$ cat src/rtl/cc_unit_pkg.sv
// Shared Y86 encodings for the execute-stage condition-code unit:
// icodes, jXX/cmovXX condition functions and ALU functions.
package cc_unit_pkg;

  localparam logic [3:0] IRRMOVQ = 4'h2;
  localparam logic [3:0] IOPQ    = 4'h6;
  localparam logic [3:0] IJXX    = 4'h7;

  localparam logic [3:0] C_YES = 4'h0;
  localparam logic [3:0] C_LE  = 4'h1;
  localparam logic [3:0] C_L   = 4'h2;
  localparam logic [3:0] C_E   = 4'h3;
  localparam logic [3:0] C_NE  = 4'h4;
  localparam logic [3:0] C_GE  = 4'h5;
  localparam logic [3:0] C_G   = 4'h6;

  localparam logic [3:0] A_ADD = 4'h0;
  localparam logic [3:0] A_SUB = 4'h1;
  localparam logic [3:0] A_AND = 4'h2;
  localparam logic [3:0] A_XOR = 4'h3;

  typedef struct packed {
    logic zf;
    logic sf;
    logic of;
  } cc_t;

endpackage

$ cat src/rtl/cc_unit_cond_eval.sv
// Combinational jXX/cmovXX condition evaluation against a set of
// condition codes; undefined condition functions evaluate to false.
module cond_eval
  import cc_unit_pkg::*;
(
  input  logic       i_zf,
  input  logic       i_sf,
  input  logic       i_of,
  input  logic [3:0] i_ifun,
  output logic       o_cond
);

  logic w_lt;

  assign w_lt = i_sf ^ i_of;

  always_comb begin
    o_cond = 1'b0;
    case (i_ifun)
      C_YES:   o_cond = 1'b1;
      C_LE:    o_cond = w_lt | i_zf;
      C_L:     o_cond = w_lt;
      C_E:     o_cond = i_zf;
      C_NE:    o_cond = ~i_zf;
      C_GE:    o_cond = ~w_lt;
      C_G:     o_cond = ~w_lt & ~i_zf;
      default: o_cond = 1'b0;
    endcase
  end

endmodule

$ cat src/rtl/cc_unit.sv
// Execute-stage condition codes: ZF/SF/OF register updated by OPq,
// condition output for jXX/cmovXX, and saturating debug event counters.
module cc_unit
  import cc_unit_pkg::*;
#(
  parameter int CNT_W = 16
) (
  input  logic             clk,
  input  logic             rst_n,
  input  logic             e_valid,
  input  logic [3:0]       e_icode,
  input  logic [3:0]       e_ifun,
  input  logic [63:0]      alu_out,
  input  logic             alu_of,
  input  logic             m_exc,
  input  logic             w_exc,
  input  logic             cnt_clr,
  output logic             zf,
  output logic             sf,
  output logic             of,
  output logic             e_cnd,
  output logic [CNT_W-1:0] cc_upd_cnt,
  output logic [CNT_W-1:0] mispred_cnt
);

  cc_t              r_cc;
  logic [CNT_W-1:0] r_upd_cnt;
  logic [CNT_W-1:0] r_mis_cnt;

  logic w_set_cc;
  logic w_cond;
  logic w_is_cond_instr;
  logic w_mispred;
  logic w_arith;
  cc_t  w_cc_next;

  function automatic logic [CNT_W-1:0] sat_inc(input logic [CNT_W-1:0] v);
    return (&v) ? v : v + 1'b1;
  endfunction

  // An OPq behind a faulting older instruction, or with an invalid ALU
  // function, must leave the architectural codes untouched.
  assign w_set_cc = e_valid & (e_icode == IOPQ) & ~m_exc & ~w_exc
                    & (e_ifun <= A_XOR);

  assign w_arith        = (e_ifun == A_ADD) | (e_ifun == A_SUB);
  assign w_cc_next.zf   = (alu_out == 64'd0);
  assign w_cc_next.sf   = alu_out[63];
  assign w_cc_next.of   = w_arith & alu_of;

  cond_eval u_cond_eval (
    .i_zf   (r_cc.zf),
    .i_sf   (r_cc.sf),
    .i_of   (r_cc.of),
    .i_ifun (e_ifun),
    .o_cond (w_cond)
  );

  assign w_is_cond_instr = e_valid & ((e_icode == IJXX) | (e_icode == IRRMOVQ));
  assign e_cnd           = w_is_cond_instr & w_cond;
  assign w_mispred       = e_valid & (e_icode == IJXX) & ~e_cnd;

  always_ff @(posedge clk or negedge rst_n) begin
    if (!rst_n) begin
      r_cc <= '{zf: 1'b1, sf: 1'b0, of: 1'b0};
    end else if (w_set_cc) begin
      r_cc <= w_cc_next;
    end
  end

  always_ff @(posedge clk or negedge rst_n) begin
    if (!rst_n) begin
      r_upd_cnt <= '0;
      r_mis_cnt <= '0;
    end else if (cnt_clr) begin
      r_upd_cnt <= '0;
      r_mis_cnt <= '0;
    end else begin
      if (w_set_cc)  r_upd_cnt <= sat_inc(r_upd_cnt);
      if (w_mispred) r_mis_cnt <= sat_inc(r_mis_cnt);
    end
  end

  assign zf          = r_cc.zf;
  assign sf          = r_cc.sf;
  assign of          = r_cc.of;
  assign cc_upd_cnt  = r_upd_cnt;
  assign mispred_cnt = r_mis_cnt;

endmodule
$ cat config.mk
export PLATFORM = sky130hd
export DESIGN_NAME = cc_unit
export DESIGN_NICKNAME = d
export VERILOG_FILES = /design/src/rtl/cc_unit_pkg.sv /design/src/rtl/cc_unit_cond_eval.sv /design/src/rtl/cc_unit.sv
export SDC_FILE = /design/constraint.sdc
export NUM_CORES = 1
export LEC_CHECK = 0
export CAP_MARGIN = 30
export CORE_MARGIN = 1.5
export CORE_UTILIZATION = 39
export CTS_BUF_LIST = sky130_fd_sc_hd__clkbuf_4
export DETAILED_ROUTE_END_ITERATION = 6
export DONT_BUFFER_PORTS = 1
export GPL_ROUTABILITY_DRIVEN = 0
export GPL_TIMING_DRIVEN = 0
export SYNTH_ARGS = -nofsm -noshare
export SYNTH_HDL_FRONTEND = slang
export SYNTH_SLANG_ARGS = --single-unit
$ cat constraint.sdc
create_clock -name clk -period 2.38 [get_ports clk]
set_input_delay 0.357 -clock clk [delete_from_list [all_inputs] [get_ports clk]]
set_output_delay 0.357 -clock clk [all_outputs]
set_load 0.005 [all_outputs]
==> results of run 1 <==
[cell type report]
type | instances | share of cell area
clock buffer | 5 | 0.0151
timing repair buffer | 2 | 0.0121
sequential | 35 | 0.353
multi-input combinational | 200 | 0.536
buffer | 6 | 0.0136
inverter | 4 | 0.00605
tap | 72 | 0.0363
clock inverter | 3 | 0.0272
[per-layer routing]
layer | vias up | GRT usage
li1 | 961 | -
met1 | 996 | 0.230
met2 | 76 | 0.323
met3 | 10 | 0.0575
met4 | 0 | 0.0561
met5 | - | 0
[where the power goes]
part | switching [mW] | leakage, nW | internal, mW
Clock | 0.224 | 0.0514 | 0.327
Sequential | 0.00223 | 0.485 | 0.596
Combinational | 0.0381 | 0.353 | 0.0234
[kinds of logic after synthesis]
logic type | Yosys count | share of synthesized area
buffers and inverters | 10 | 0.0216
and+or+nand+nor | 141 | 0.375
muxes | 14 | 0.0682
AOI/OAI and AO/OA | 33 | 0.0964
adders and majority gates | 2 | 0.0111
xor gates and xnor gates | 10 | 0.0388
DFF | 35 | 0.389
[worst paths after layout]
path | slack (ps) | endpoint | from | cells past startpoint
worst max-delay path | 110 | e_cnd | zf | 3
worst min-delay path | 140 | of | alu_of | 2
worst max register to register | 320 | mispred_cnt[11] | zf | 5
worst min register to register | 530 | zf | zf | 2
max in group asynchronous | 1680 | zf | rst_n | 2
min in group asynchronous | 430 | mispred_cnt[12] | rst_n | 2
[critical path, cell delays in order (launching register included)]
cell and delay (ps):
dfstp_2 590, mux2_1 330, o32a_2 430, a21oi_1 210
[cells in the final DEF (no fill, tap or decap), types with 6 or more instances in the layout]
cell,count
nand4_1,10
nor2_1,27
nand3_1,8
o31ai_1,6
nor3_1,7
or4_1,7
nand2_1,17
xnor2_1,8
mux2_2,9
dfrtp_1,34
nor4_1,23
a21oi_1,13
nor2b_1,9
[per-stage QoR]
step           instances  power [mW]  instance area [µm²]  hold WS [ps]
5_1_grt              327        1.25                 2480           135
4_1_cts              327        1.23                 2480           131
2_1_floorplan        245       0.645                 2260          61.4
3_5_place_dp         317       0.655                 2350          62.2
6_report             327        1.21                 2480           143
3_3_place_gp         317       0.654                 2350          62.1
[state kept, by name (all words and copies together), names as in the netlist]
signal and count:
cc_upd_cnt 16, mispred_cnt 16, of 1, sf 1, zf 1
==> metrics.md, run 1 <==
| Metric | Value |
|---|---|
| Outcome | `completed` |
| Register Area | `877 µm²` |
| CTS Buf Count | `5` |
| DR iter-0 viols | `51` |
| Slew HR | `0.624` |
| # nets final | `around 340` |
| Setup bufs post-CTS | `0` |
| Routed met3 length | `~420 µm` |
| PwrDens | `a little under 500 nW/µm²` |
| First-pass GRT wire length | `approximately 9000 µm` |
| Hold buffer count at CTS | `2` |
| PnR worst setup slack | `roughly 110 ps` |
| Crit Path Class | `reg2out` |
| Worst-path clk slew | `110 ps` |
| Fmax | `around 440 MHz` |
| Wire length per cell | `~18 µm` |
| Vias in the first global route | `approximately 2000` |
| Post-Syn Nets | `between 300 and 400` |
| Final ANT Viol Nets | `0` |
| VDD IR max | `approximately 0.27 mV` |
| Worst setup SP type | `flop` |
| Largest cells by area after synthesis | `dfrtp_1 38%, nor4_1 6.4%, mux2_2 4.5%` |
| Tcrit/Tclk final | `0.955` |
| Chip Height | `slightly below 80 µm` |
| Clock Skew | `around 14 ps` |
| Num ports | `~120` |
| Final core utilization | `0.448` |
| Top layer in use | `met4` |
| DRT Pass-1 Iters | `5` |
| Post-synth EDFFs | `0` |
| Synth area leader | `dfrtp_1` |
| Residual DRC | `0` |
| Met2 wire len | `around 2900 µm` |
| Slew @ Worst Pin | `approximately 560 ps` |
| Area growth syn-to-layout | `9.98%` |
| Lkg Pwr | `0.890 nW` |
| Slew Viols, Final | `0` |
| Setup tns final | `0 ps` |
| Core Area | `roughly 5500 µm²` |
| Initial antenna violation count | `0` |
| ANT cells | `0` |
| Clk Latency, worst-skew pair | `350 ps` |
| Vias/cell | `6.25` |
| IO Port Bufs | `0` |
| Data required, critical path | `between 2000 and 2500 ps` |
| Row count | `27` |
| Die area | `around 6300 µm²` |
| RSZ-0062 raised after global routing | `no` |
| CTS tree | `built` |
| Sequential cell area fraction in the yosys report | `0.389` |
| Starting Density | `0.407` |
| CP arrival | `1920 ps` |
| Fill cells | `about 570` |
| Setup Viol. Count Final | `0` |
| DR vias | `2043` |
| Synth Register Bits | `35` |
| Synth Flop Type | `dfrtp_1` |
| Overflow after GRT | `0` |
| WL met1 | `between 2000 and 2500 µm` |
| Max cap viols | `0` |
| Final Hold Fails | `0` |
| Post-CTS sizing | `0` |
| DP Wirelength | `about 4500 µm` |
| Syn Std Cell Area | `between 2000 and 2500 µm²` |
| Htree depth | `2` |
| Area occupied by multi-input gates | `1330 µm²` |
| Pin count of the biggest net entering global routing | `36` |
| Synthesized area per cell | `9.21 µm²` |
| Routed wire length | `~5900 µm` |
| Clk sink count | `35` |
| Largest fanout on the critical path | `5` |
| Dpl ws | `slightly above 300 ps` |
| Layout cells sized above 1 | `0.129` |
| Synth top area share | `0.377` |
| Root Buffer | `clkbuf_4` |
| Netlist cell types | `just under 50` |
| Post-synth ARST share | `1.00` |
| CP Capture Type | `output pin` |
| Most frequent cell after synthesis | `dfrtp_1` |
| Clock tree buffer depth | `2` |
| Top post-synthesis cells by count | `34 x dfrtp_1, 27 x nor2_1, 23 x nor4_1, 17 x nand2_1, 13 x a21oi_1` |
| Tightest Hold Check Type | `in2reg` |
| Final worst path period need | `between 2000 and 2500 ps` |
| Die width | `between 70 and 80 µm` |
| GRT Util Overall | `0.190` |
| Yosys synthesis warning count | `0` |
| Cells after Synth | `around 250` |
(Power assumes the default switching activity.)
==> run 2, diff against run 1 <==
SKIP_CTS_REPAIR_TIMING = 1   (was default)
==> results of run 2 <==
Same layout as run 1: the final DEF is identical, and so are final timing and power.
Main changes from that run: wire length of the first global-routing pass 9270 µm -> 9260 µm; via count of the first global-routing pass 1961 -> 1965; met2 usage 0.323 -> 0.322
==> run 3, diff against run 2 <==
CTS_CLUSTER_DIAMETER = 120   (was default)
==> results of run 3 <==
Same layout as run 1: the final DEF is identical, and so are final timing and power.
Main changes from that run: wire length of the first global-routing pass 9270 µm -> 9260 µm; via count of the first global-routing pass 1961 -> 1965; met2 usage 0.323 -> 0.322
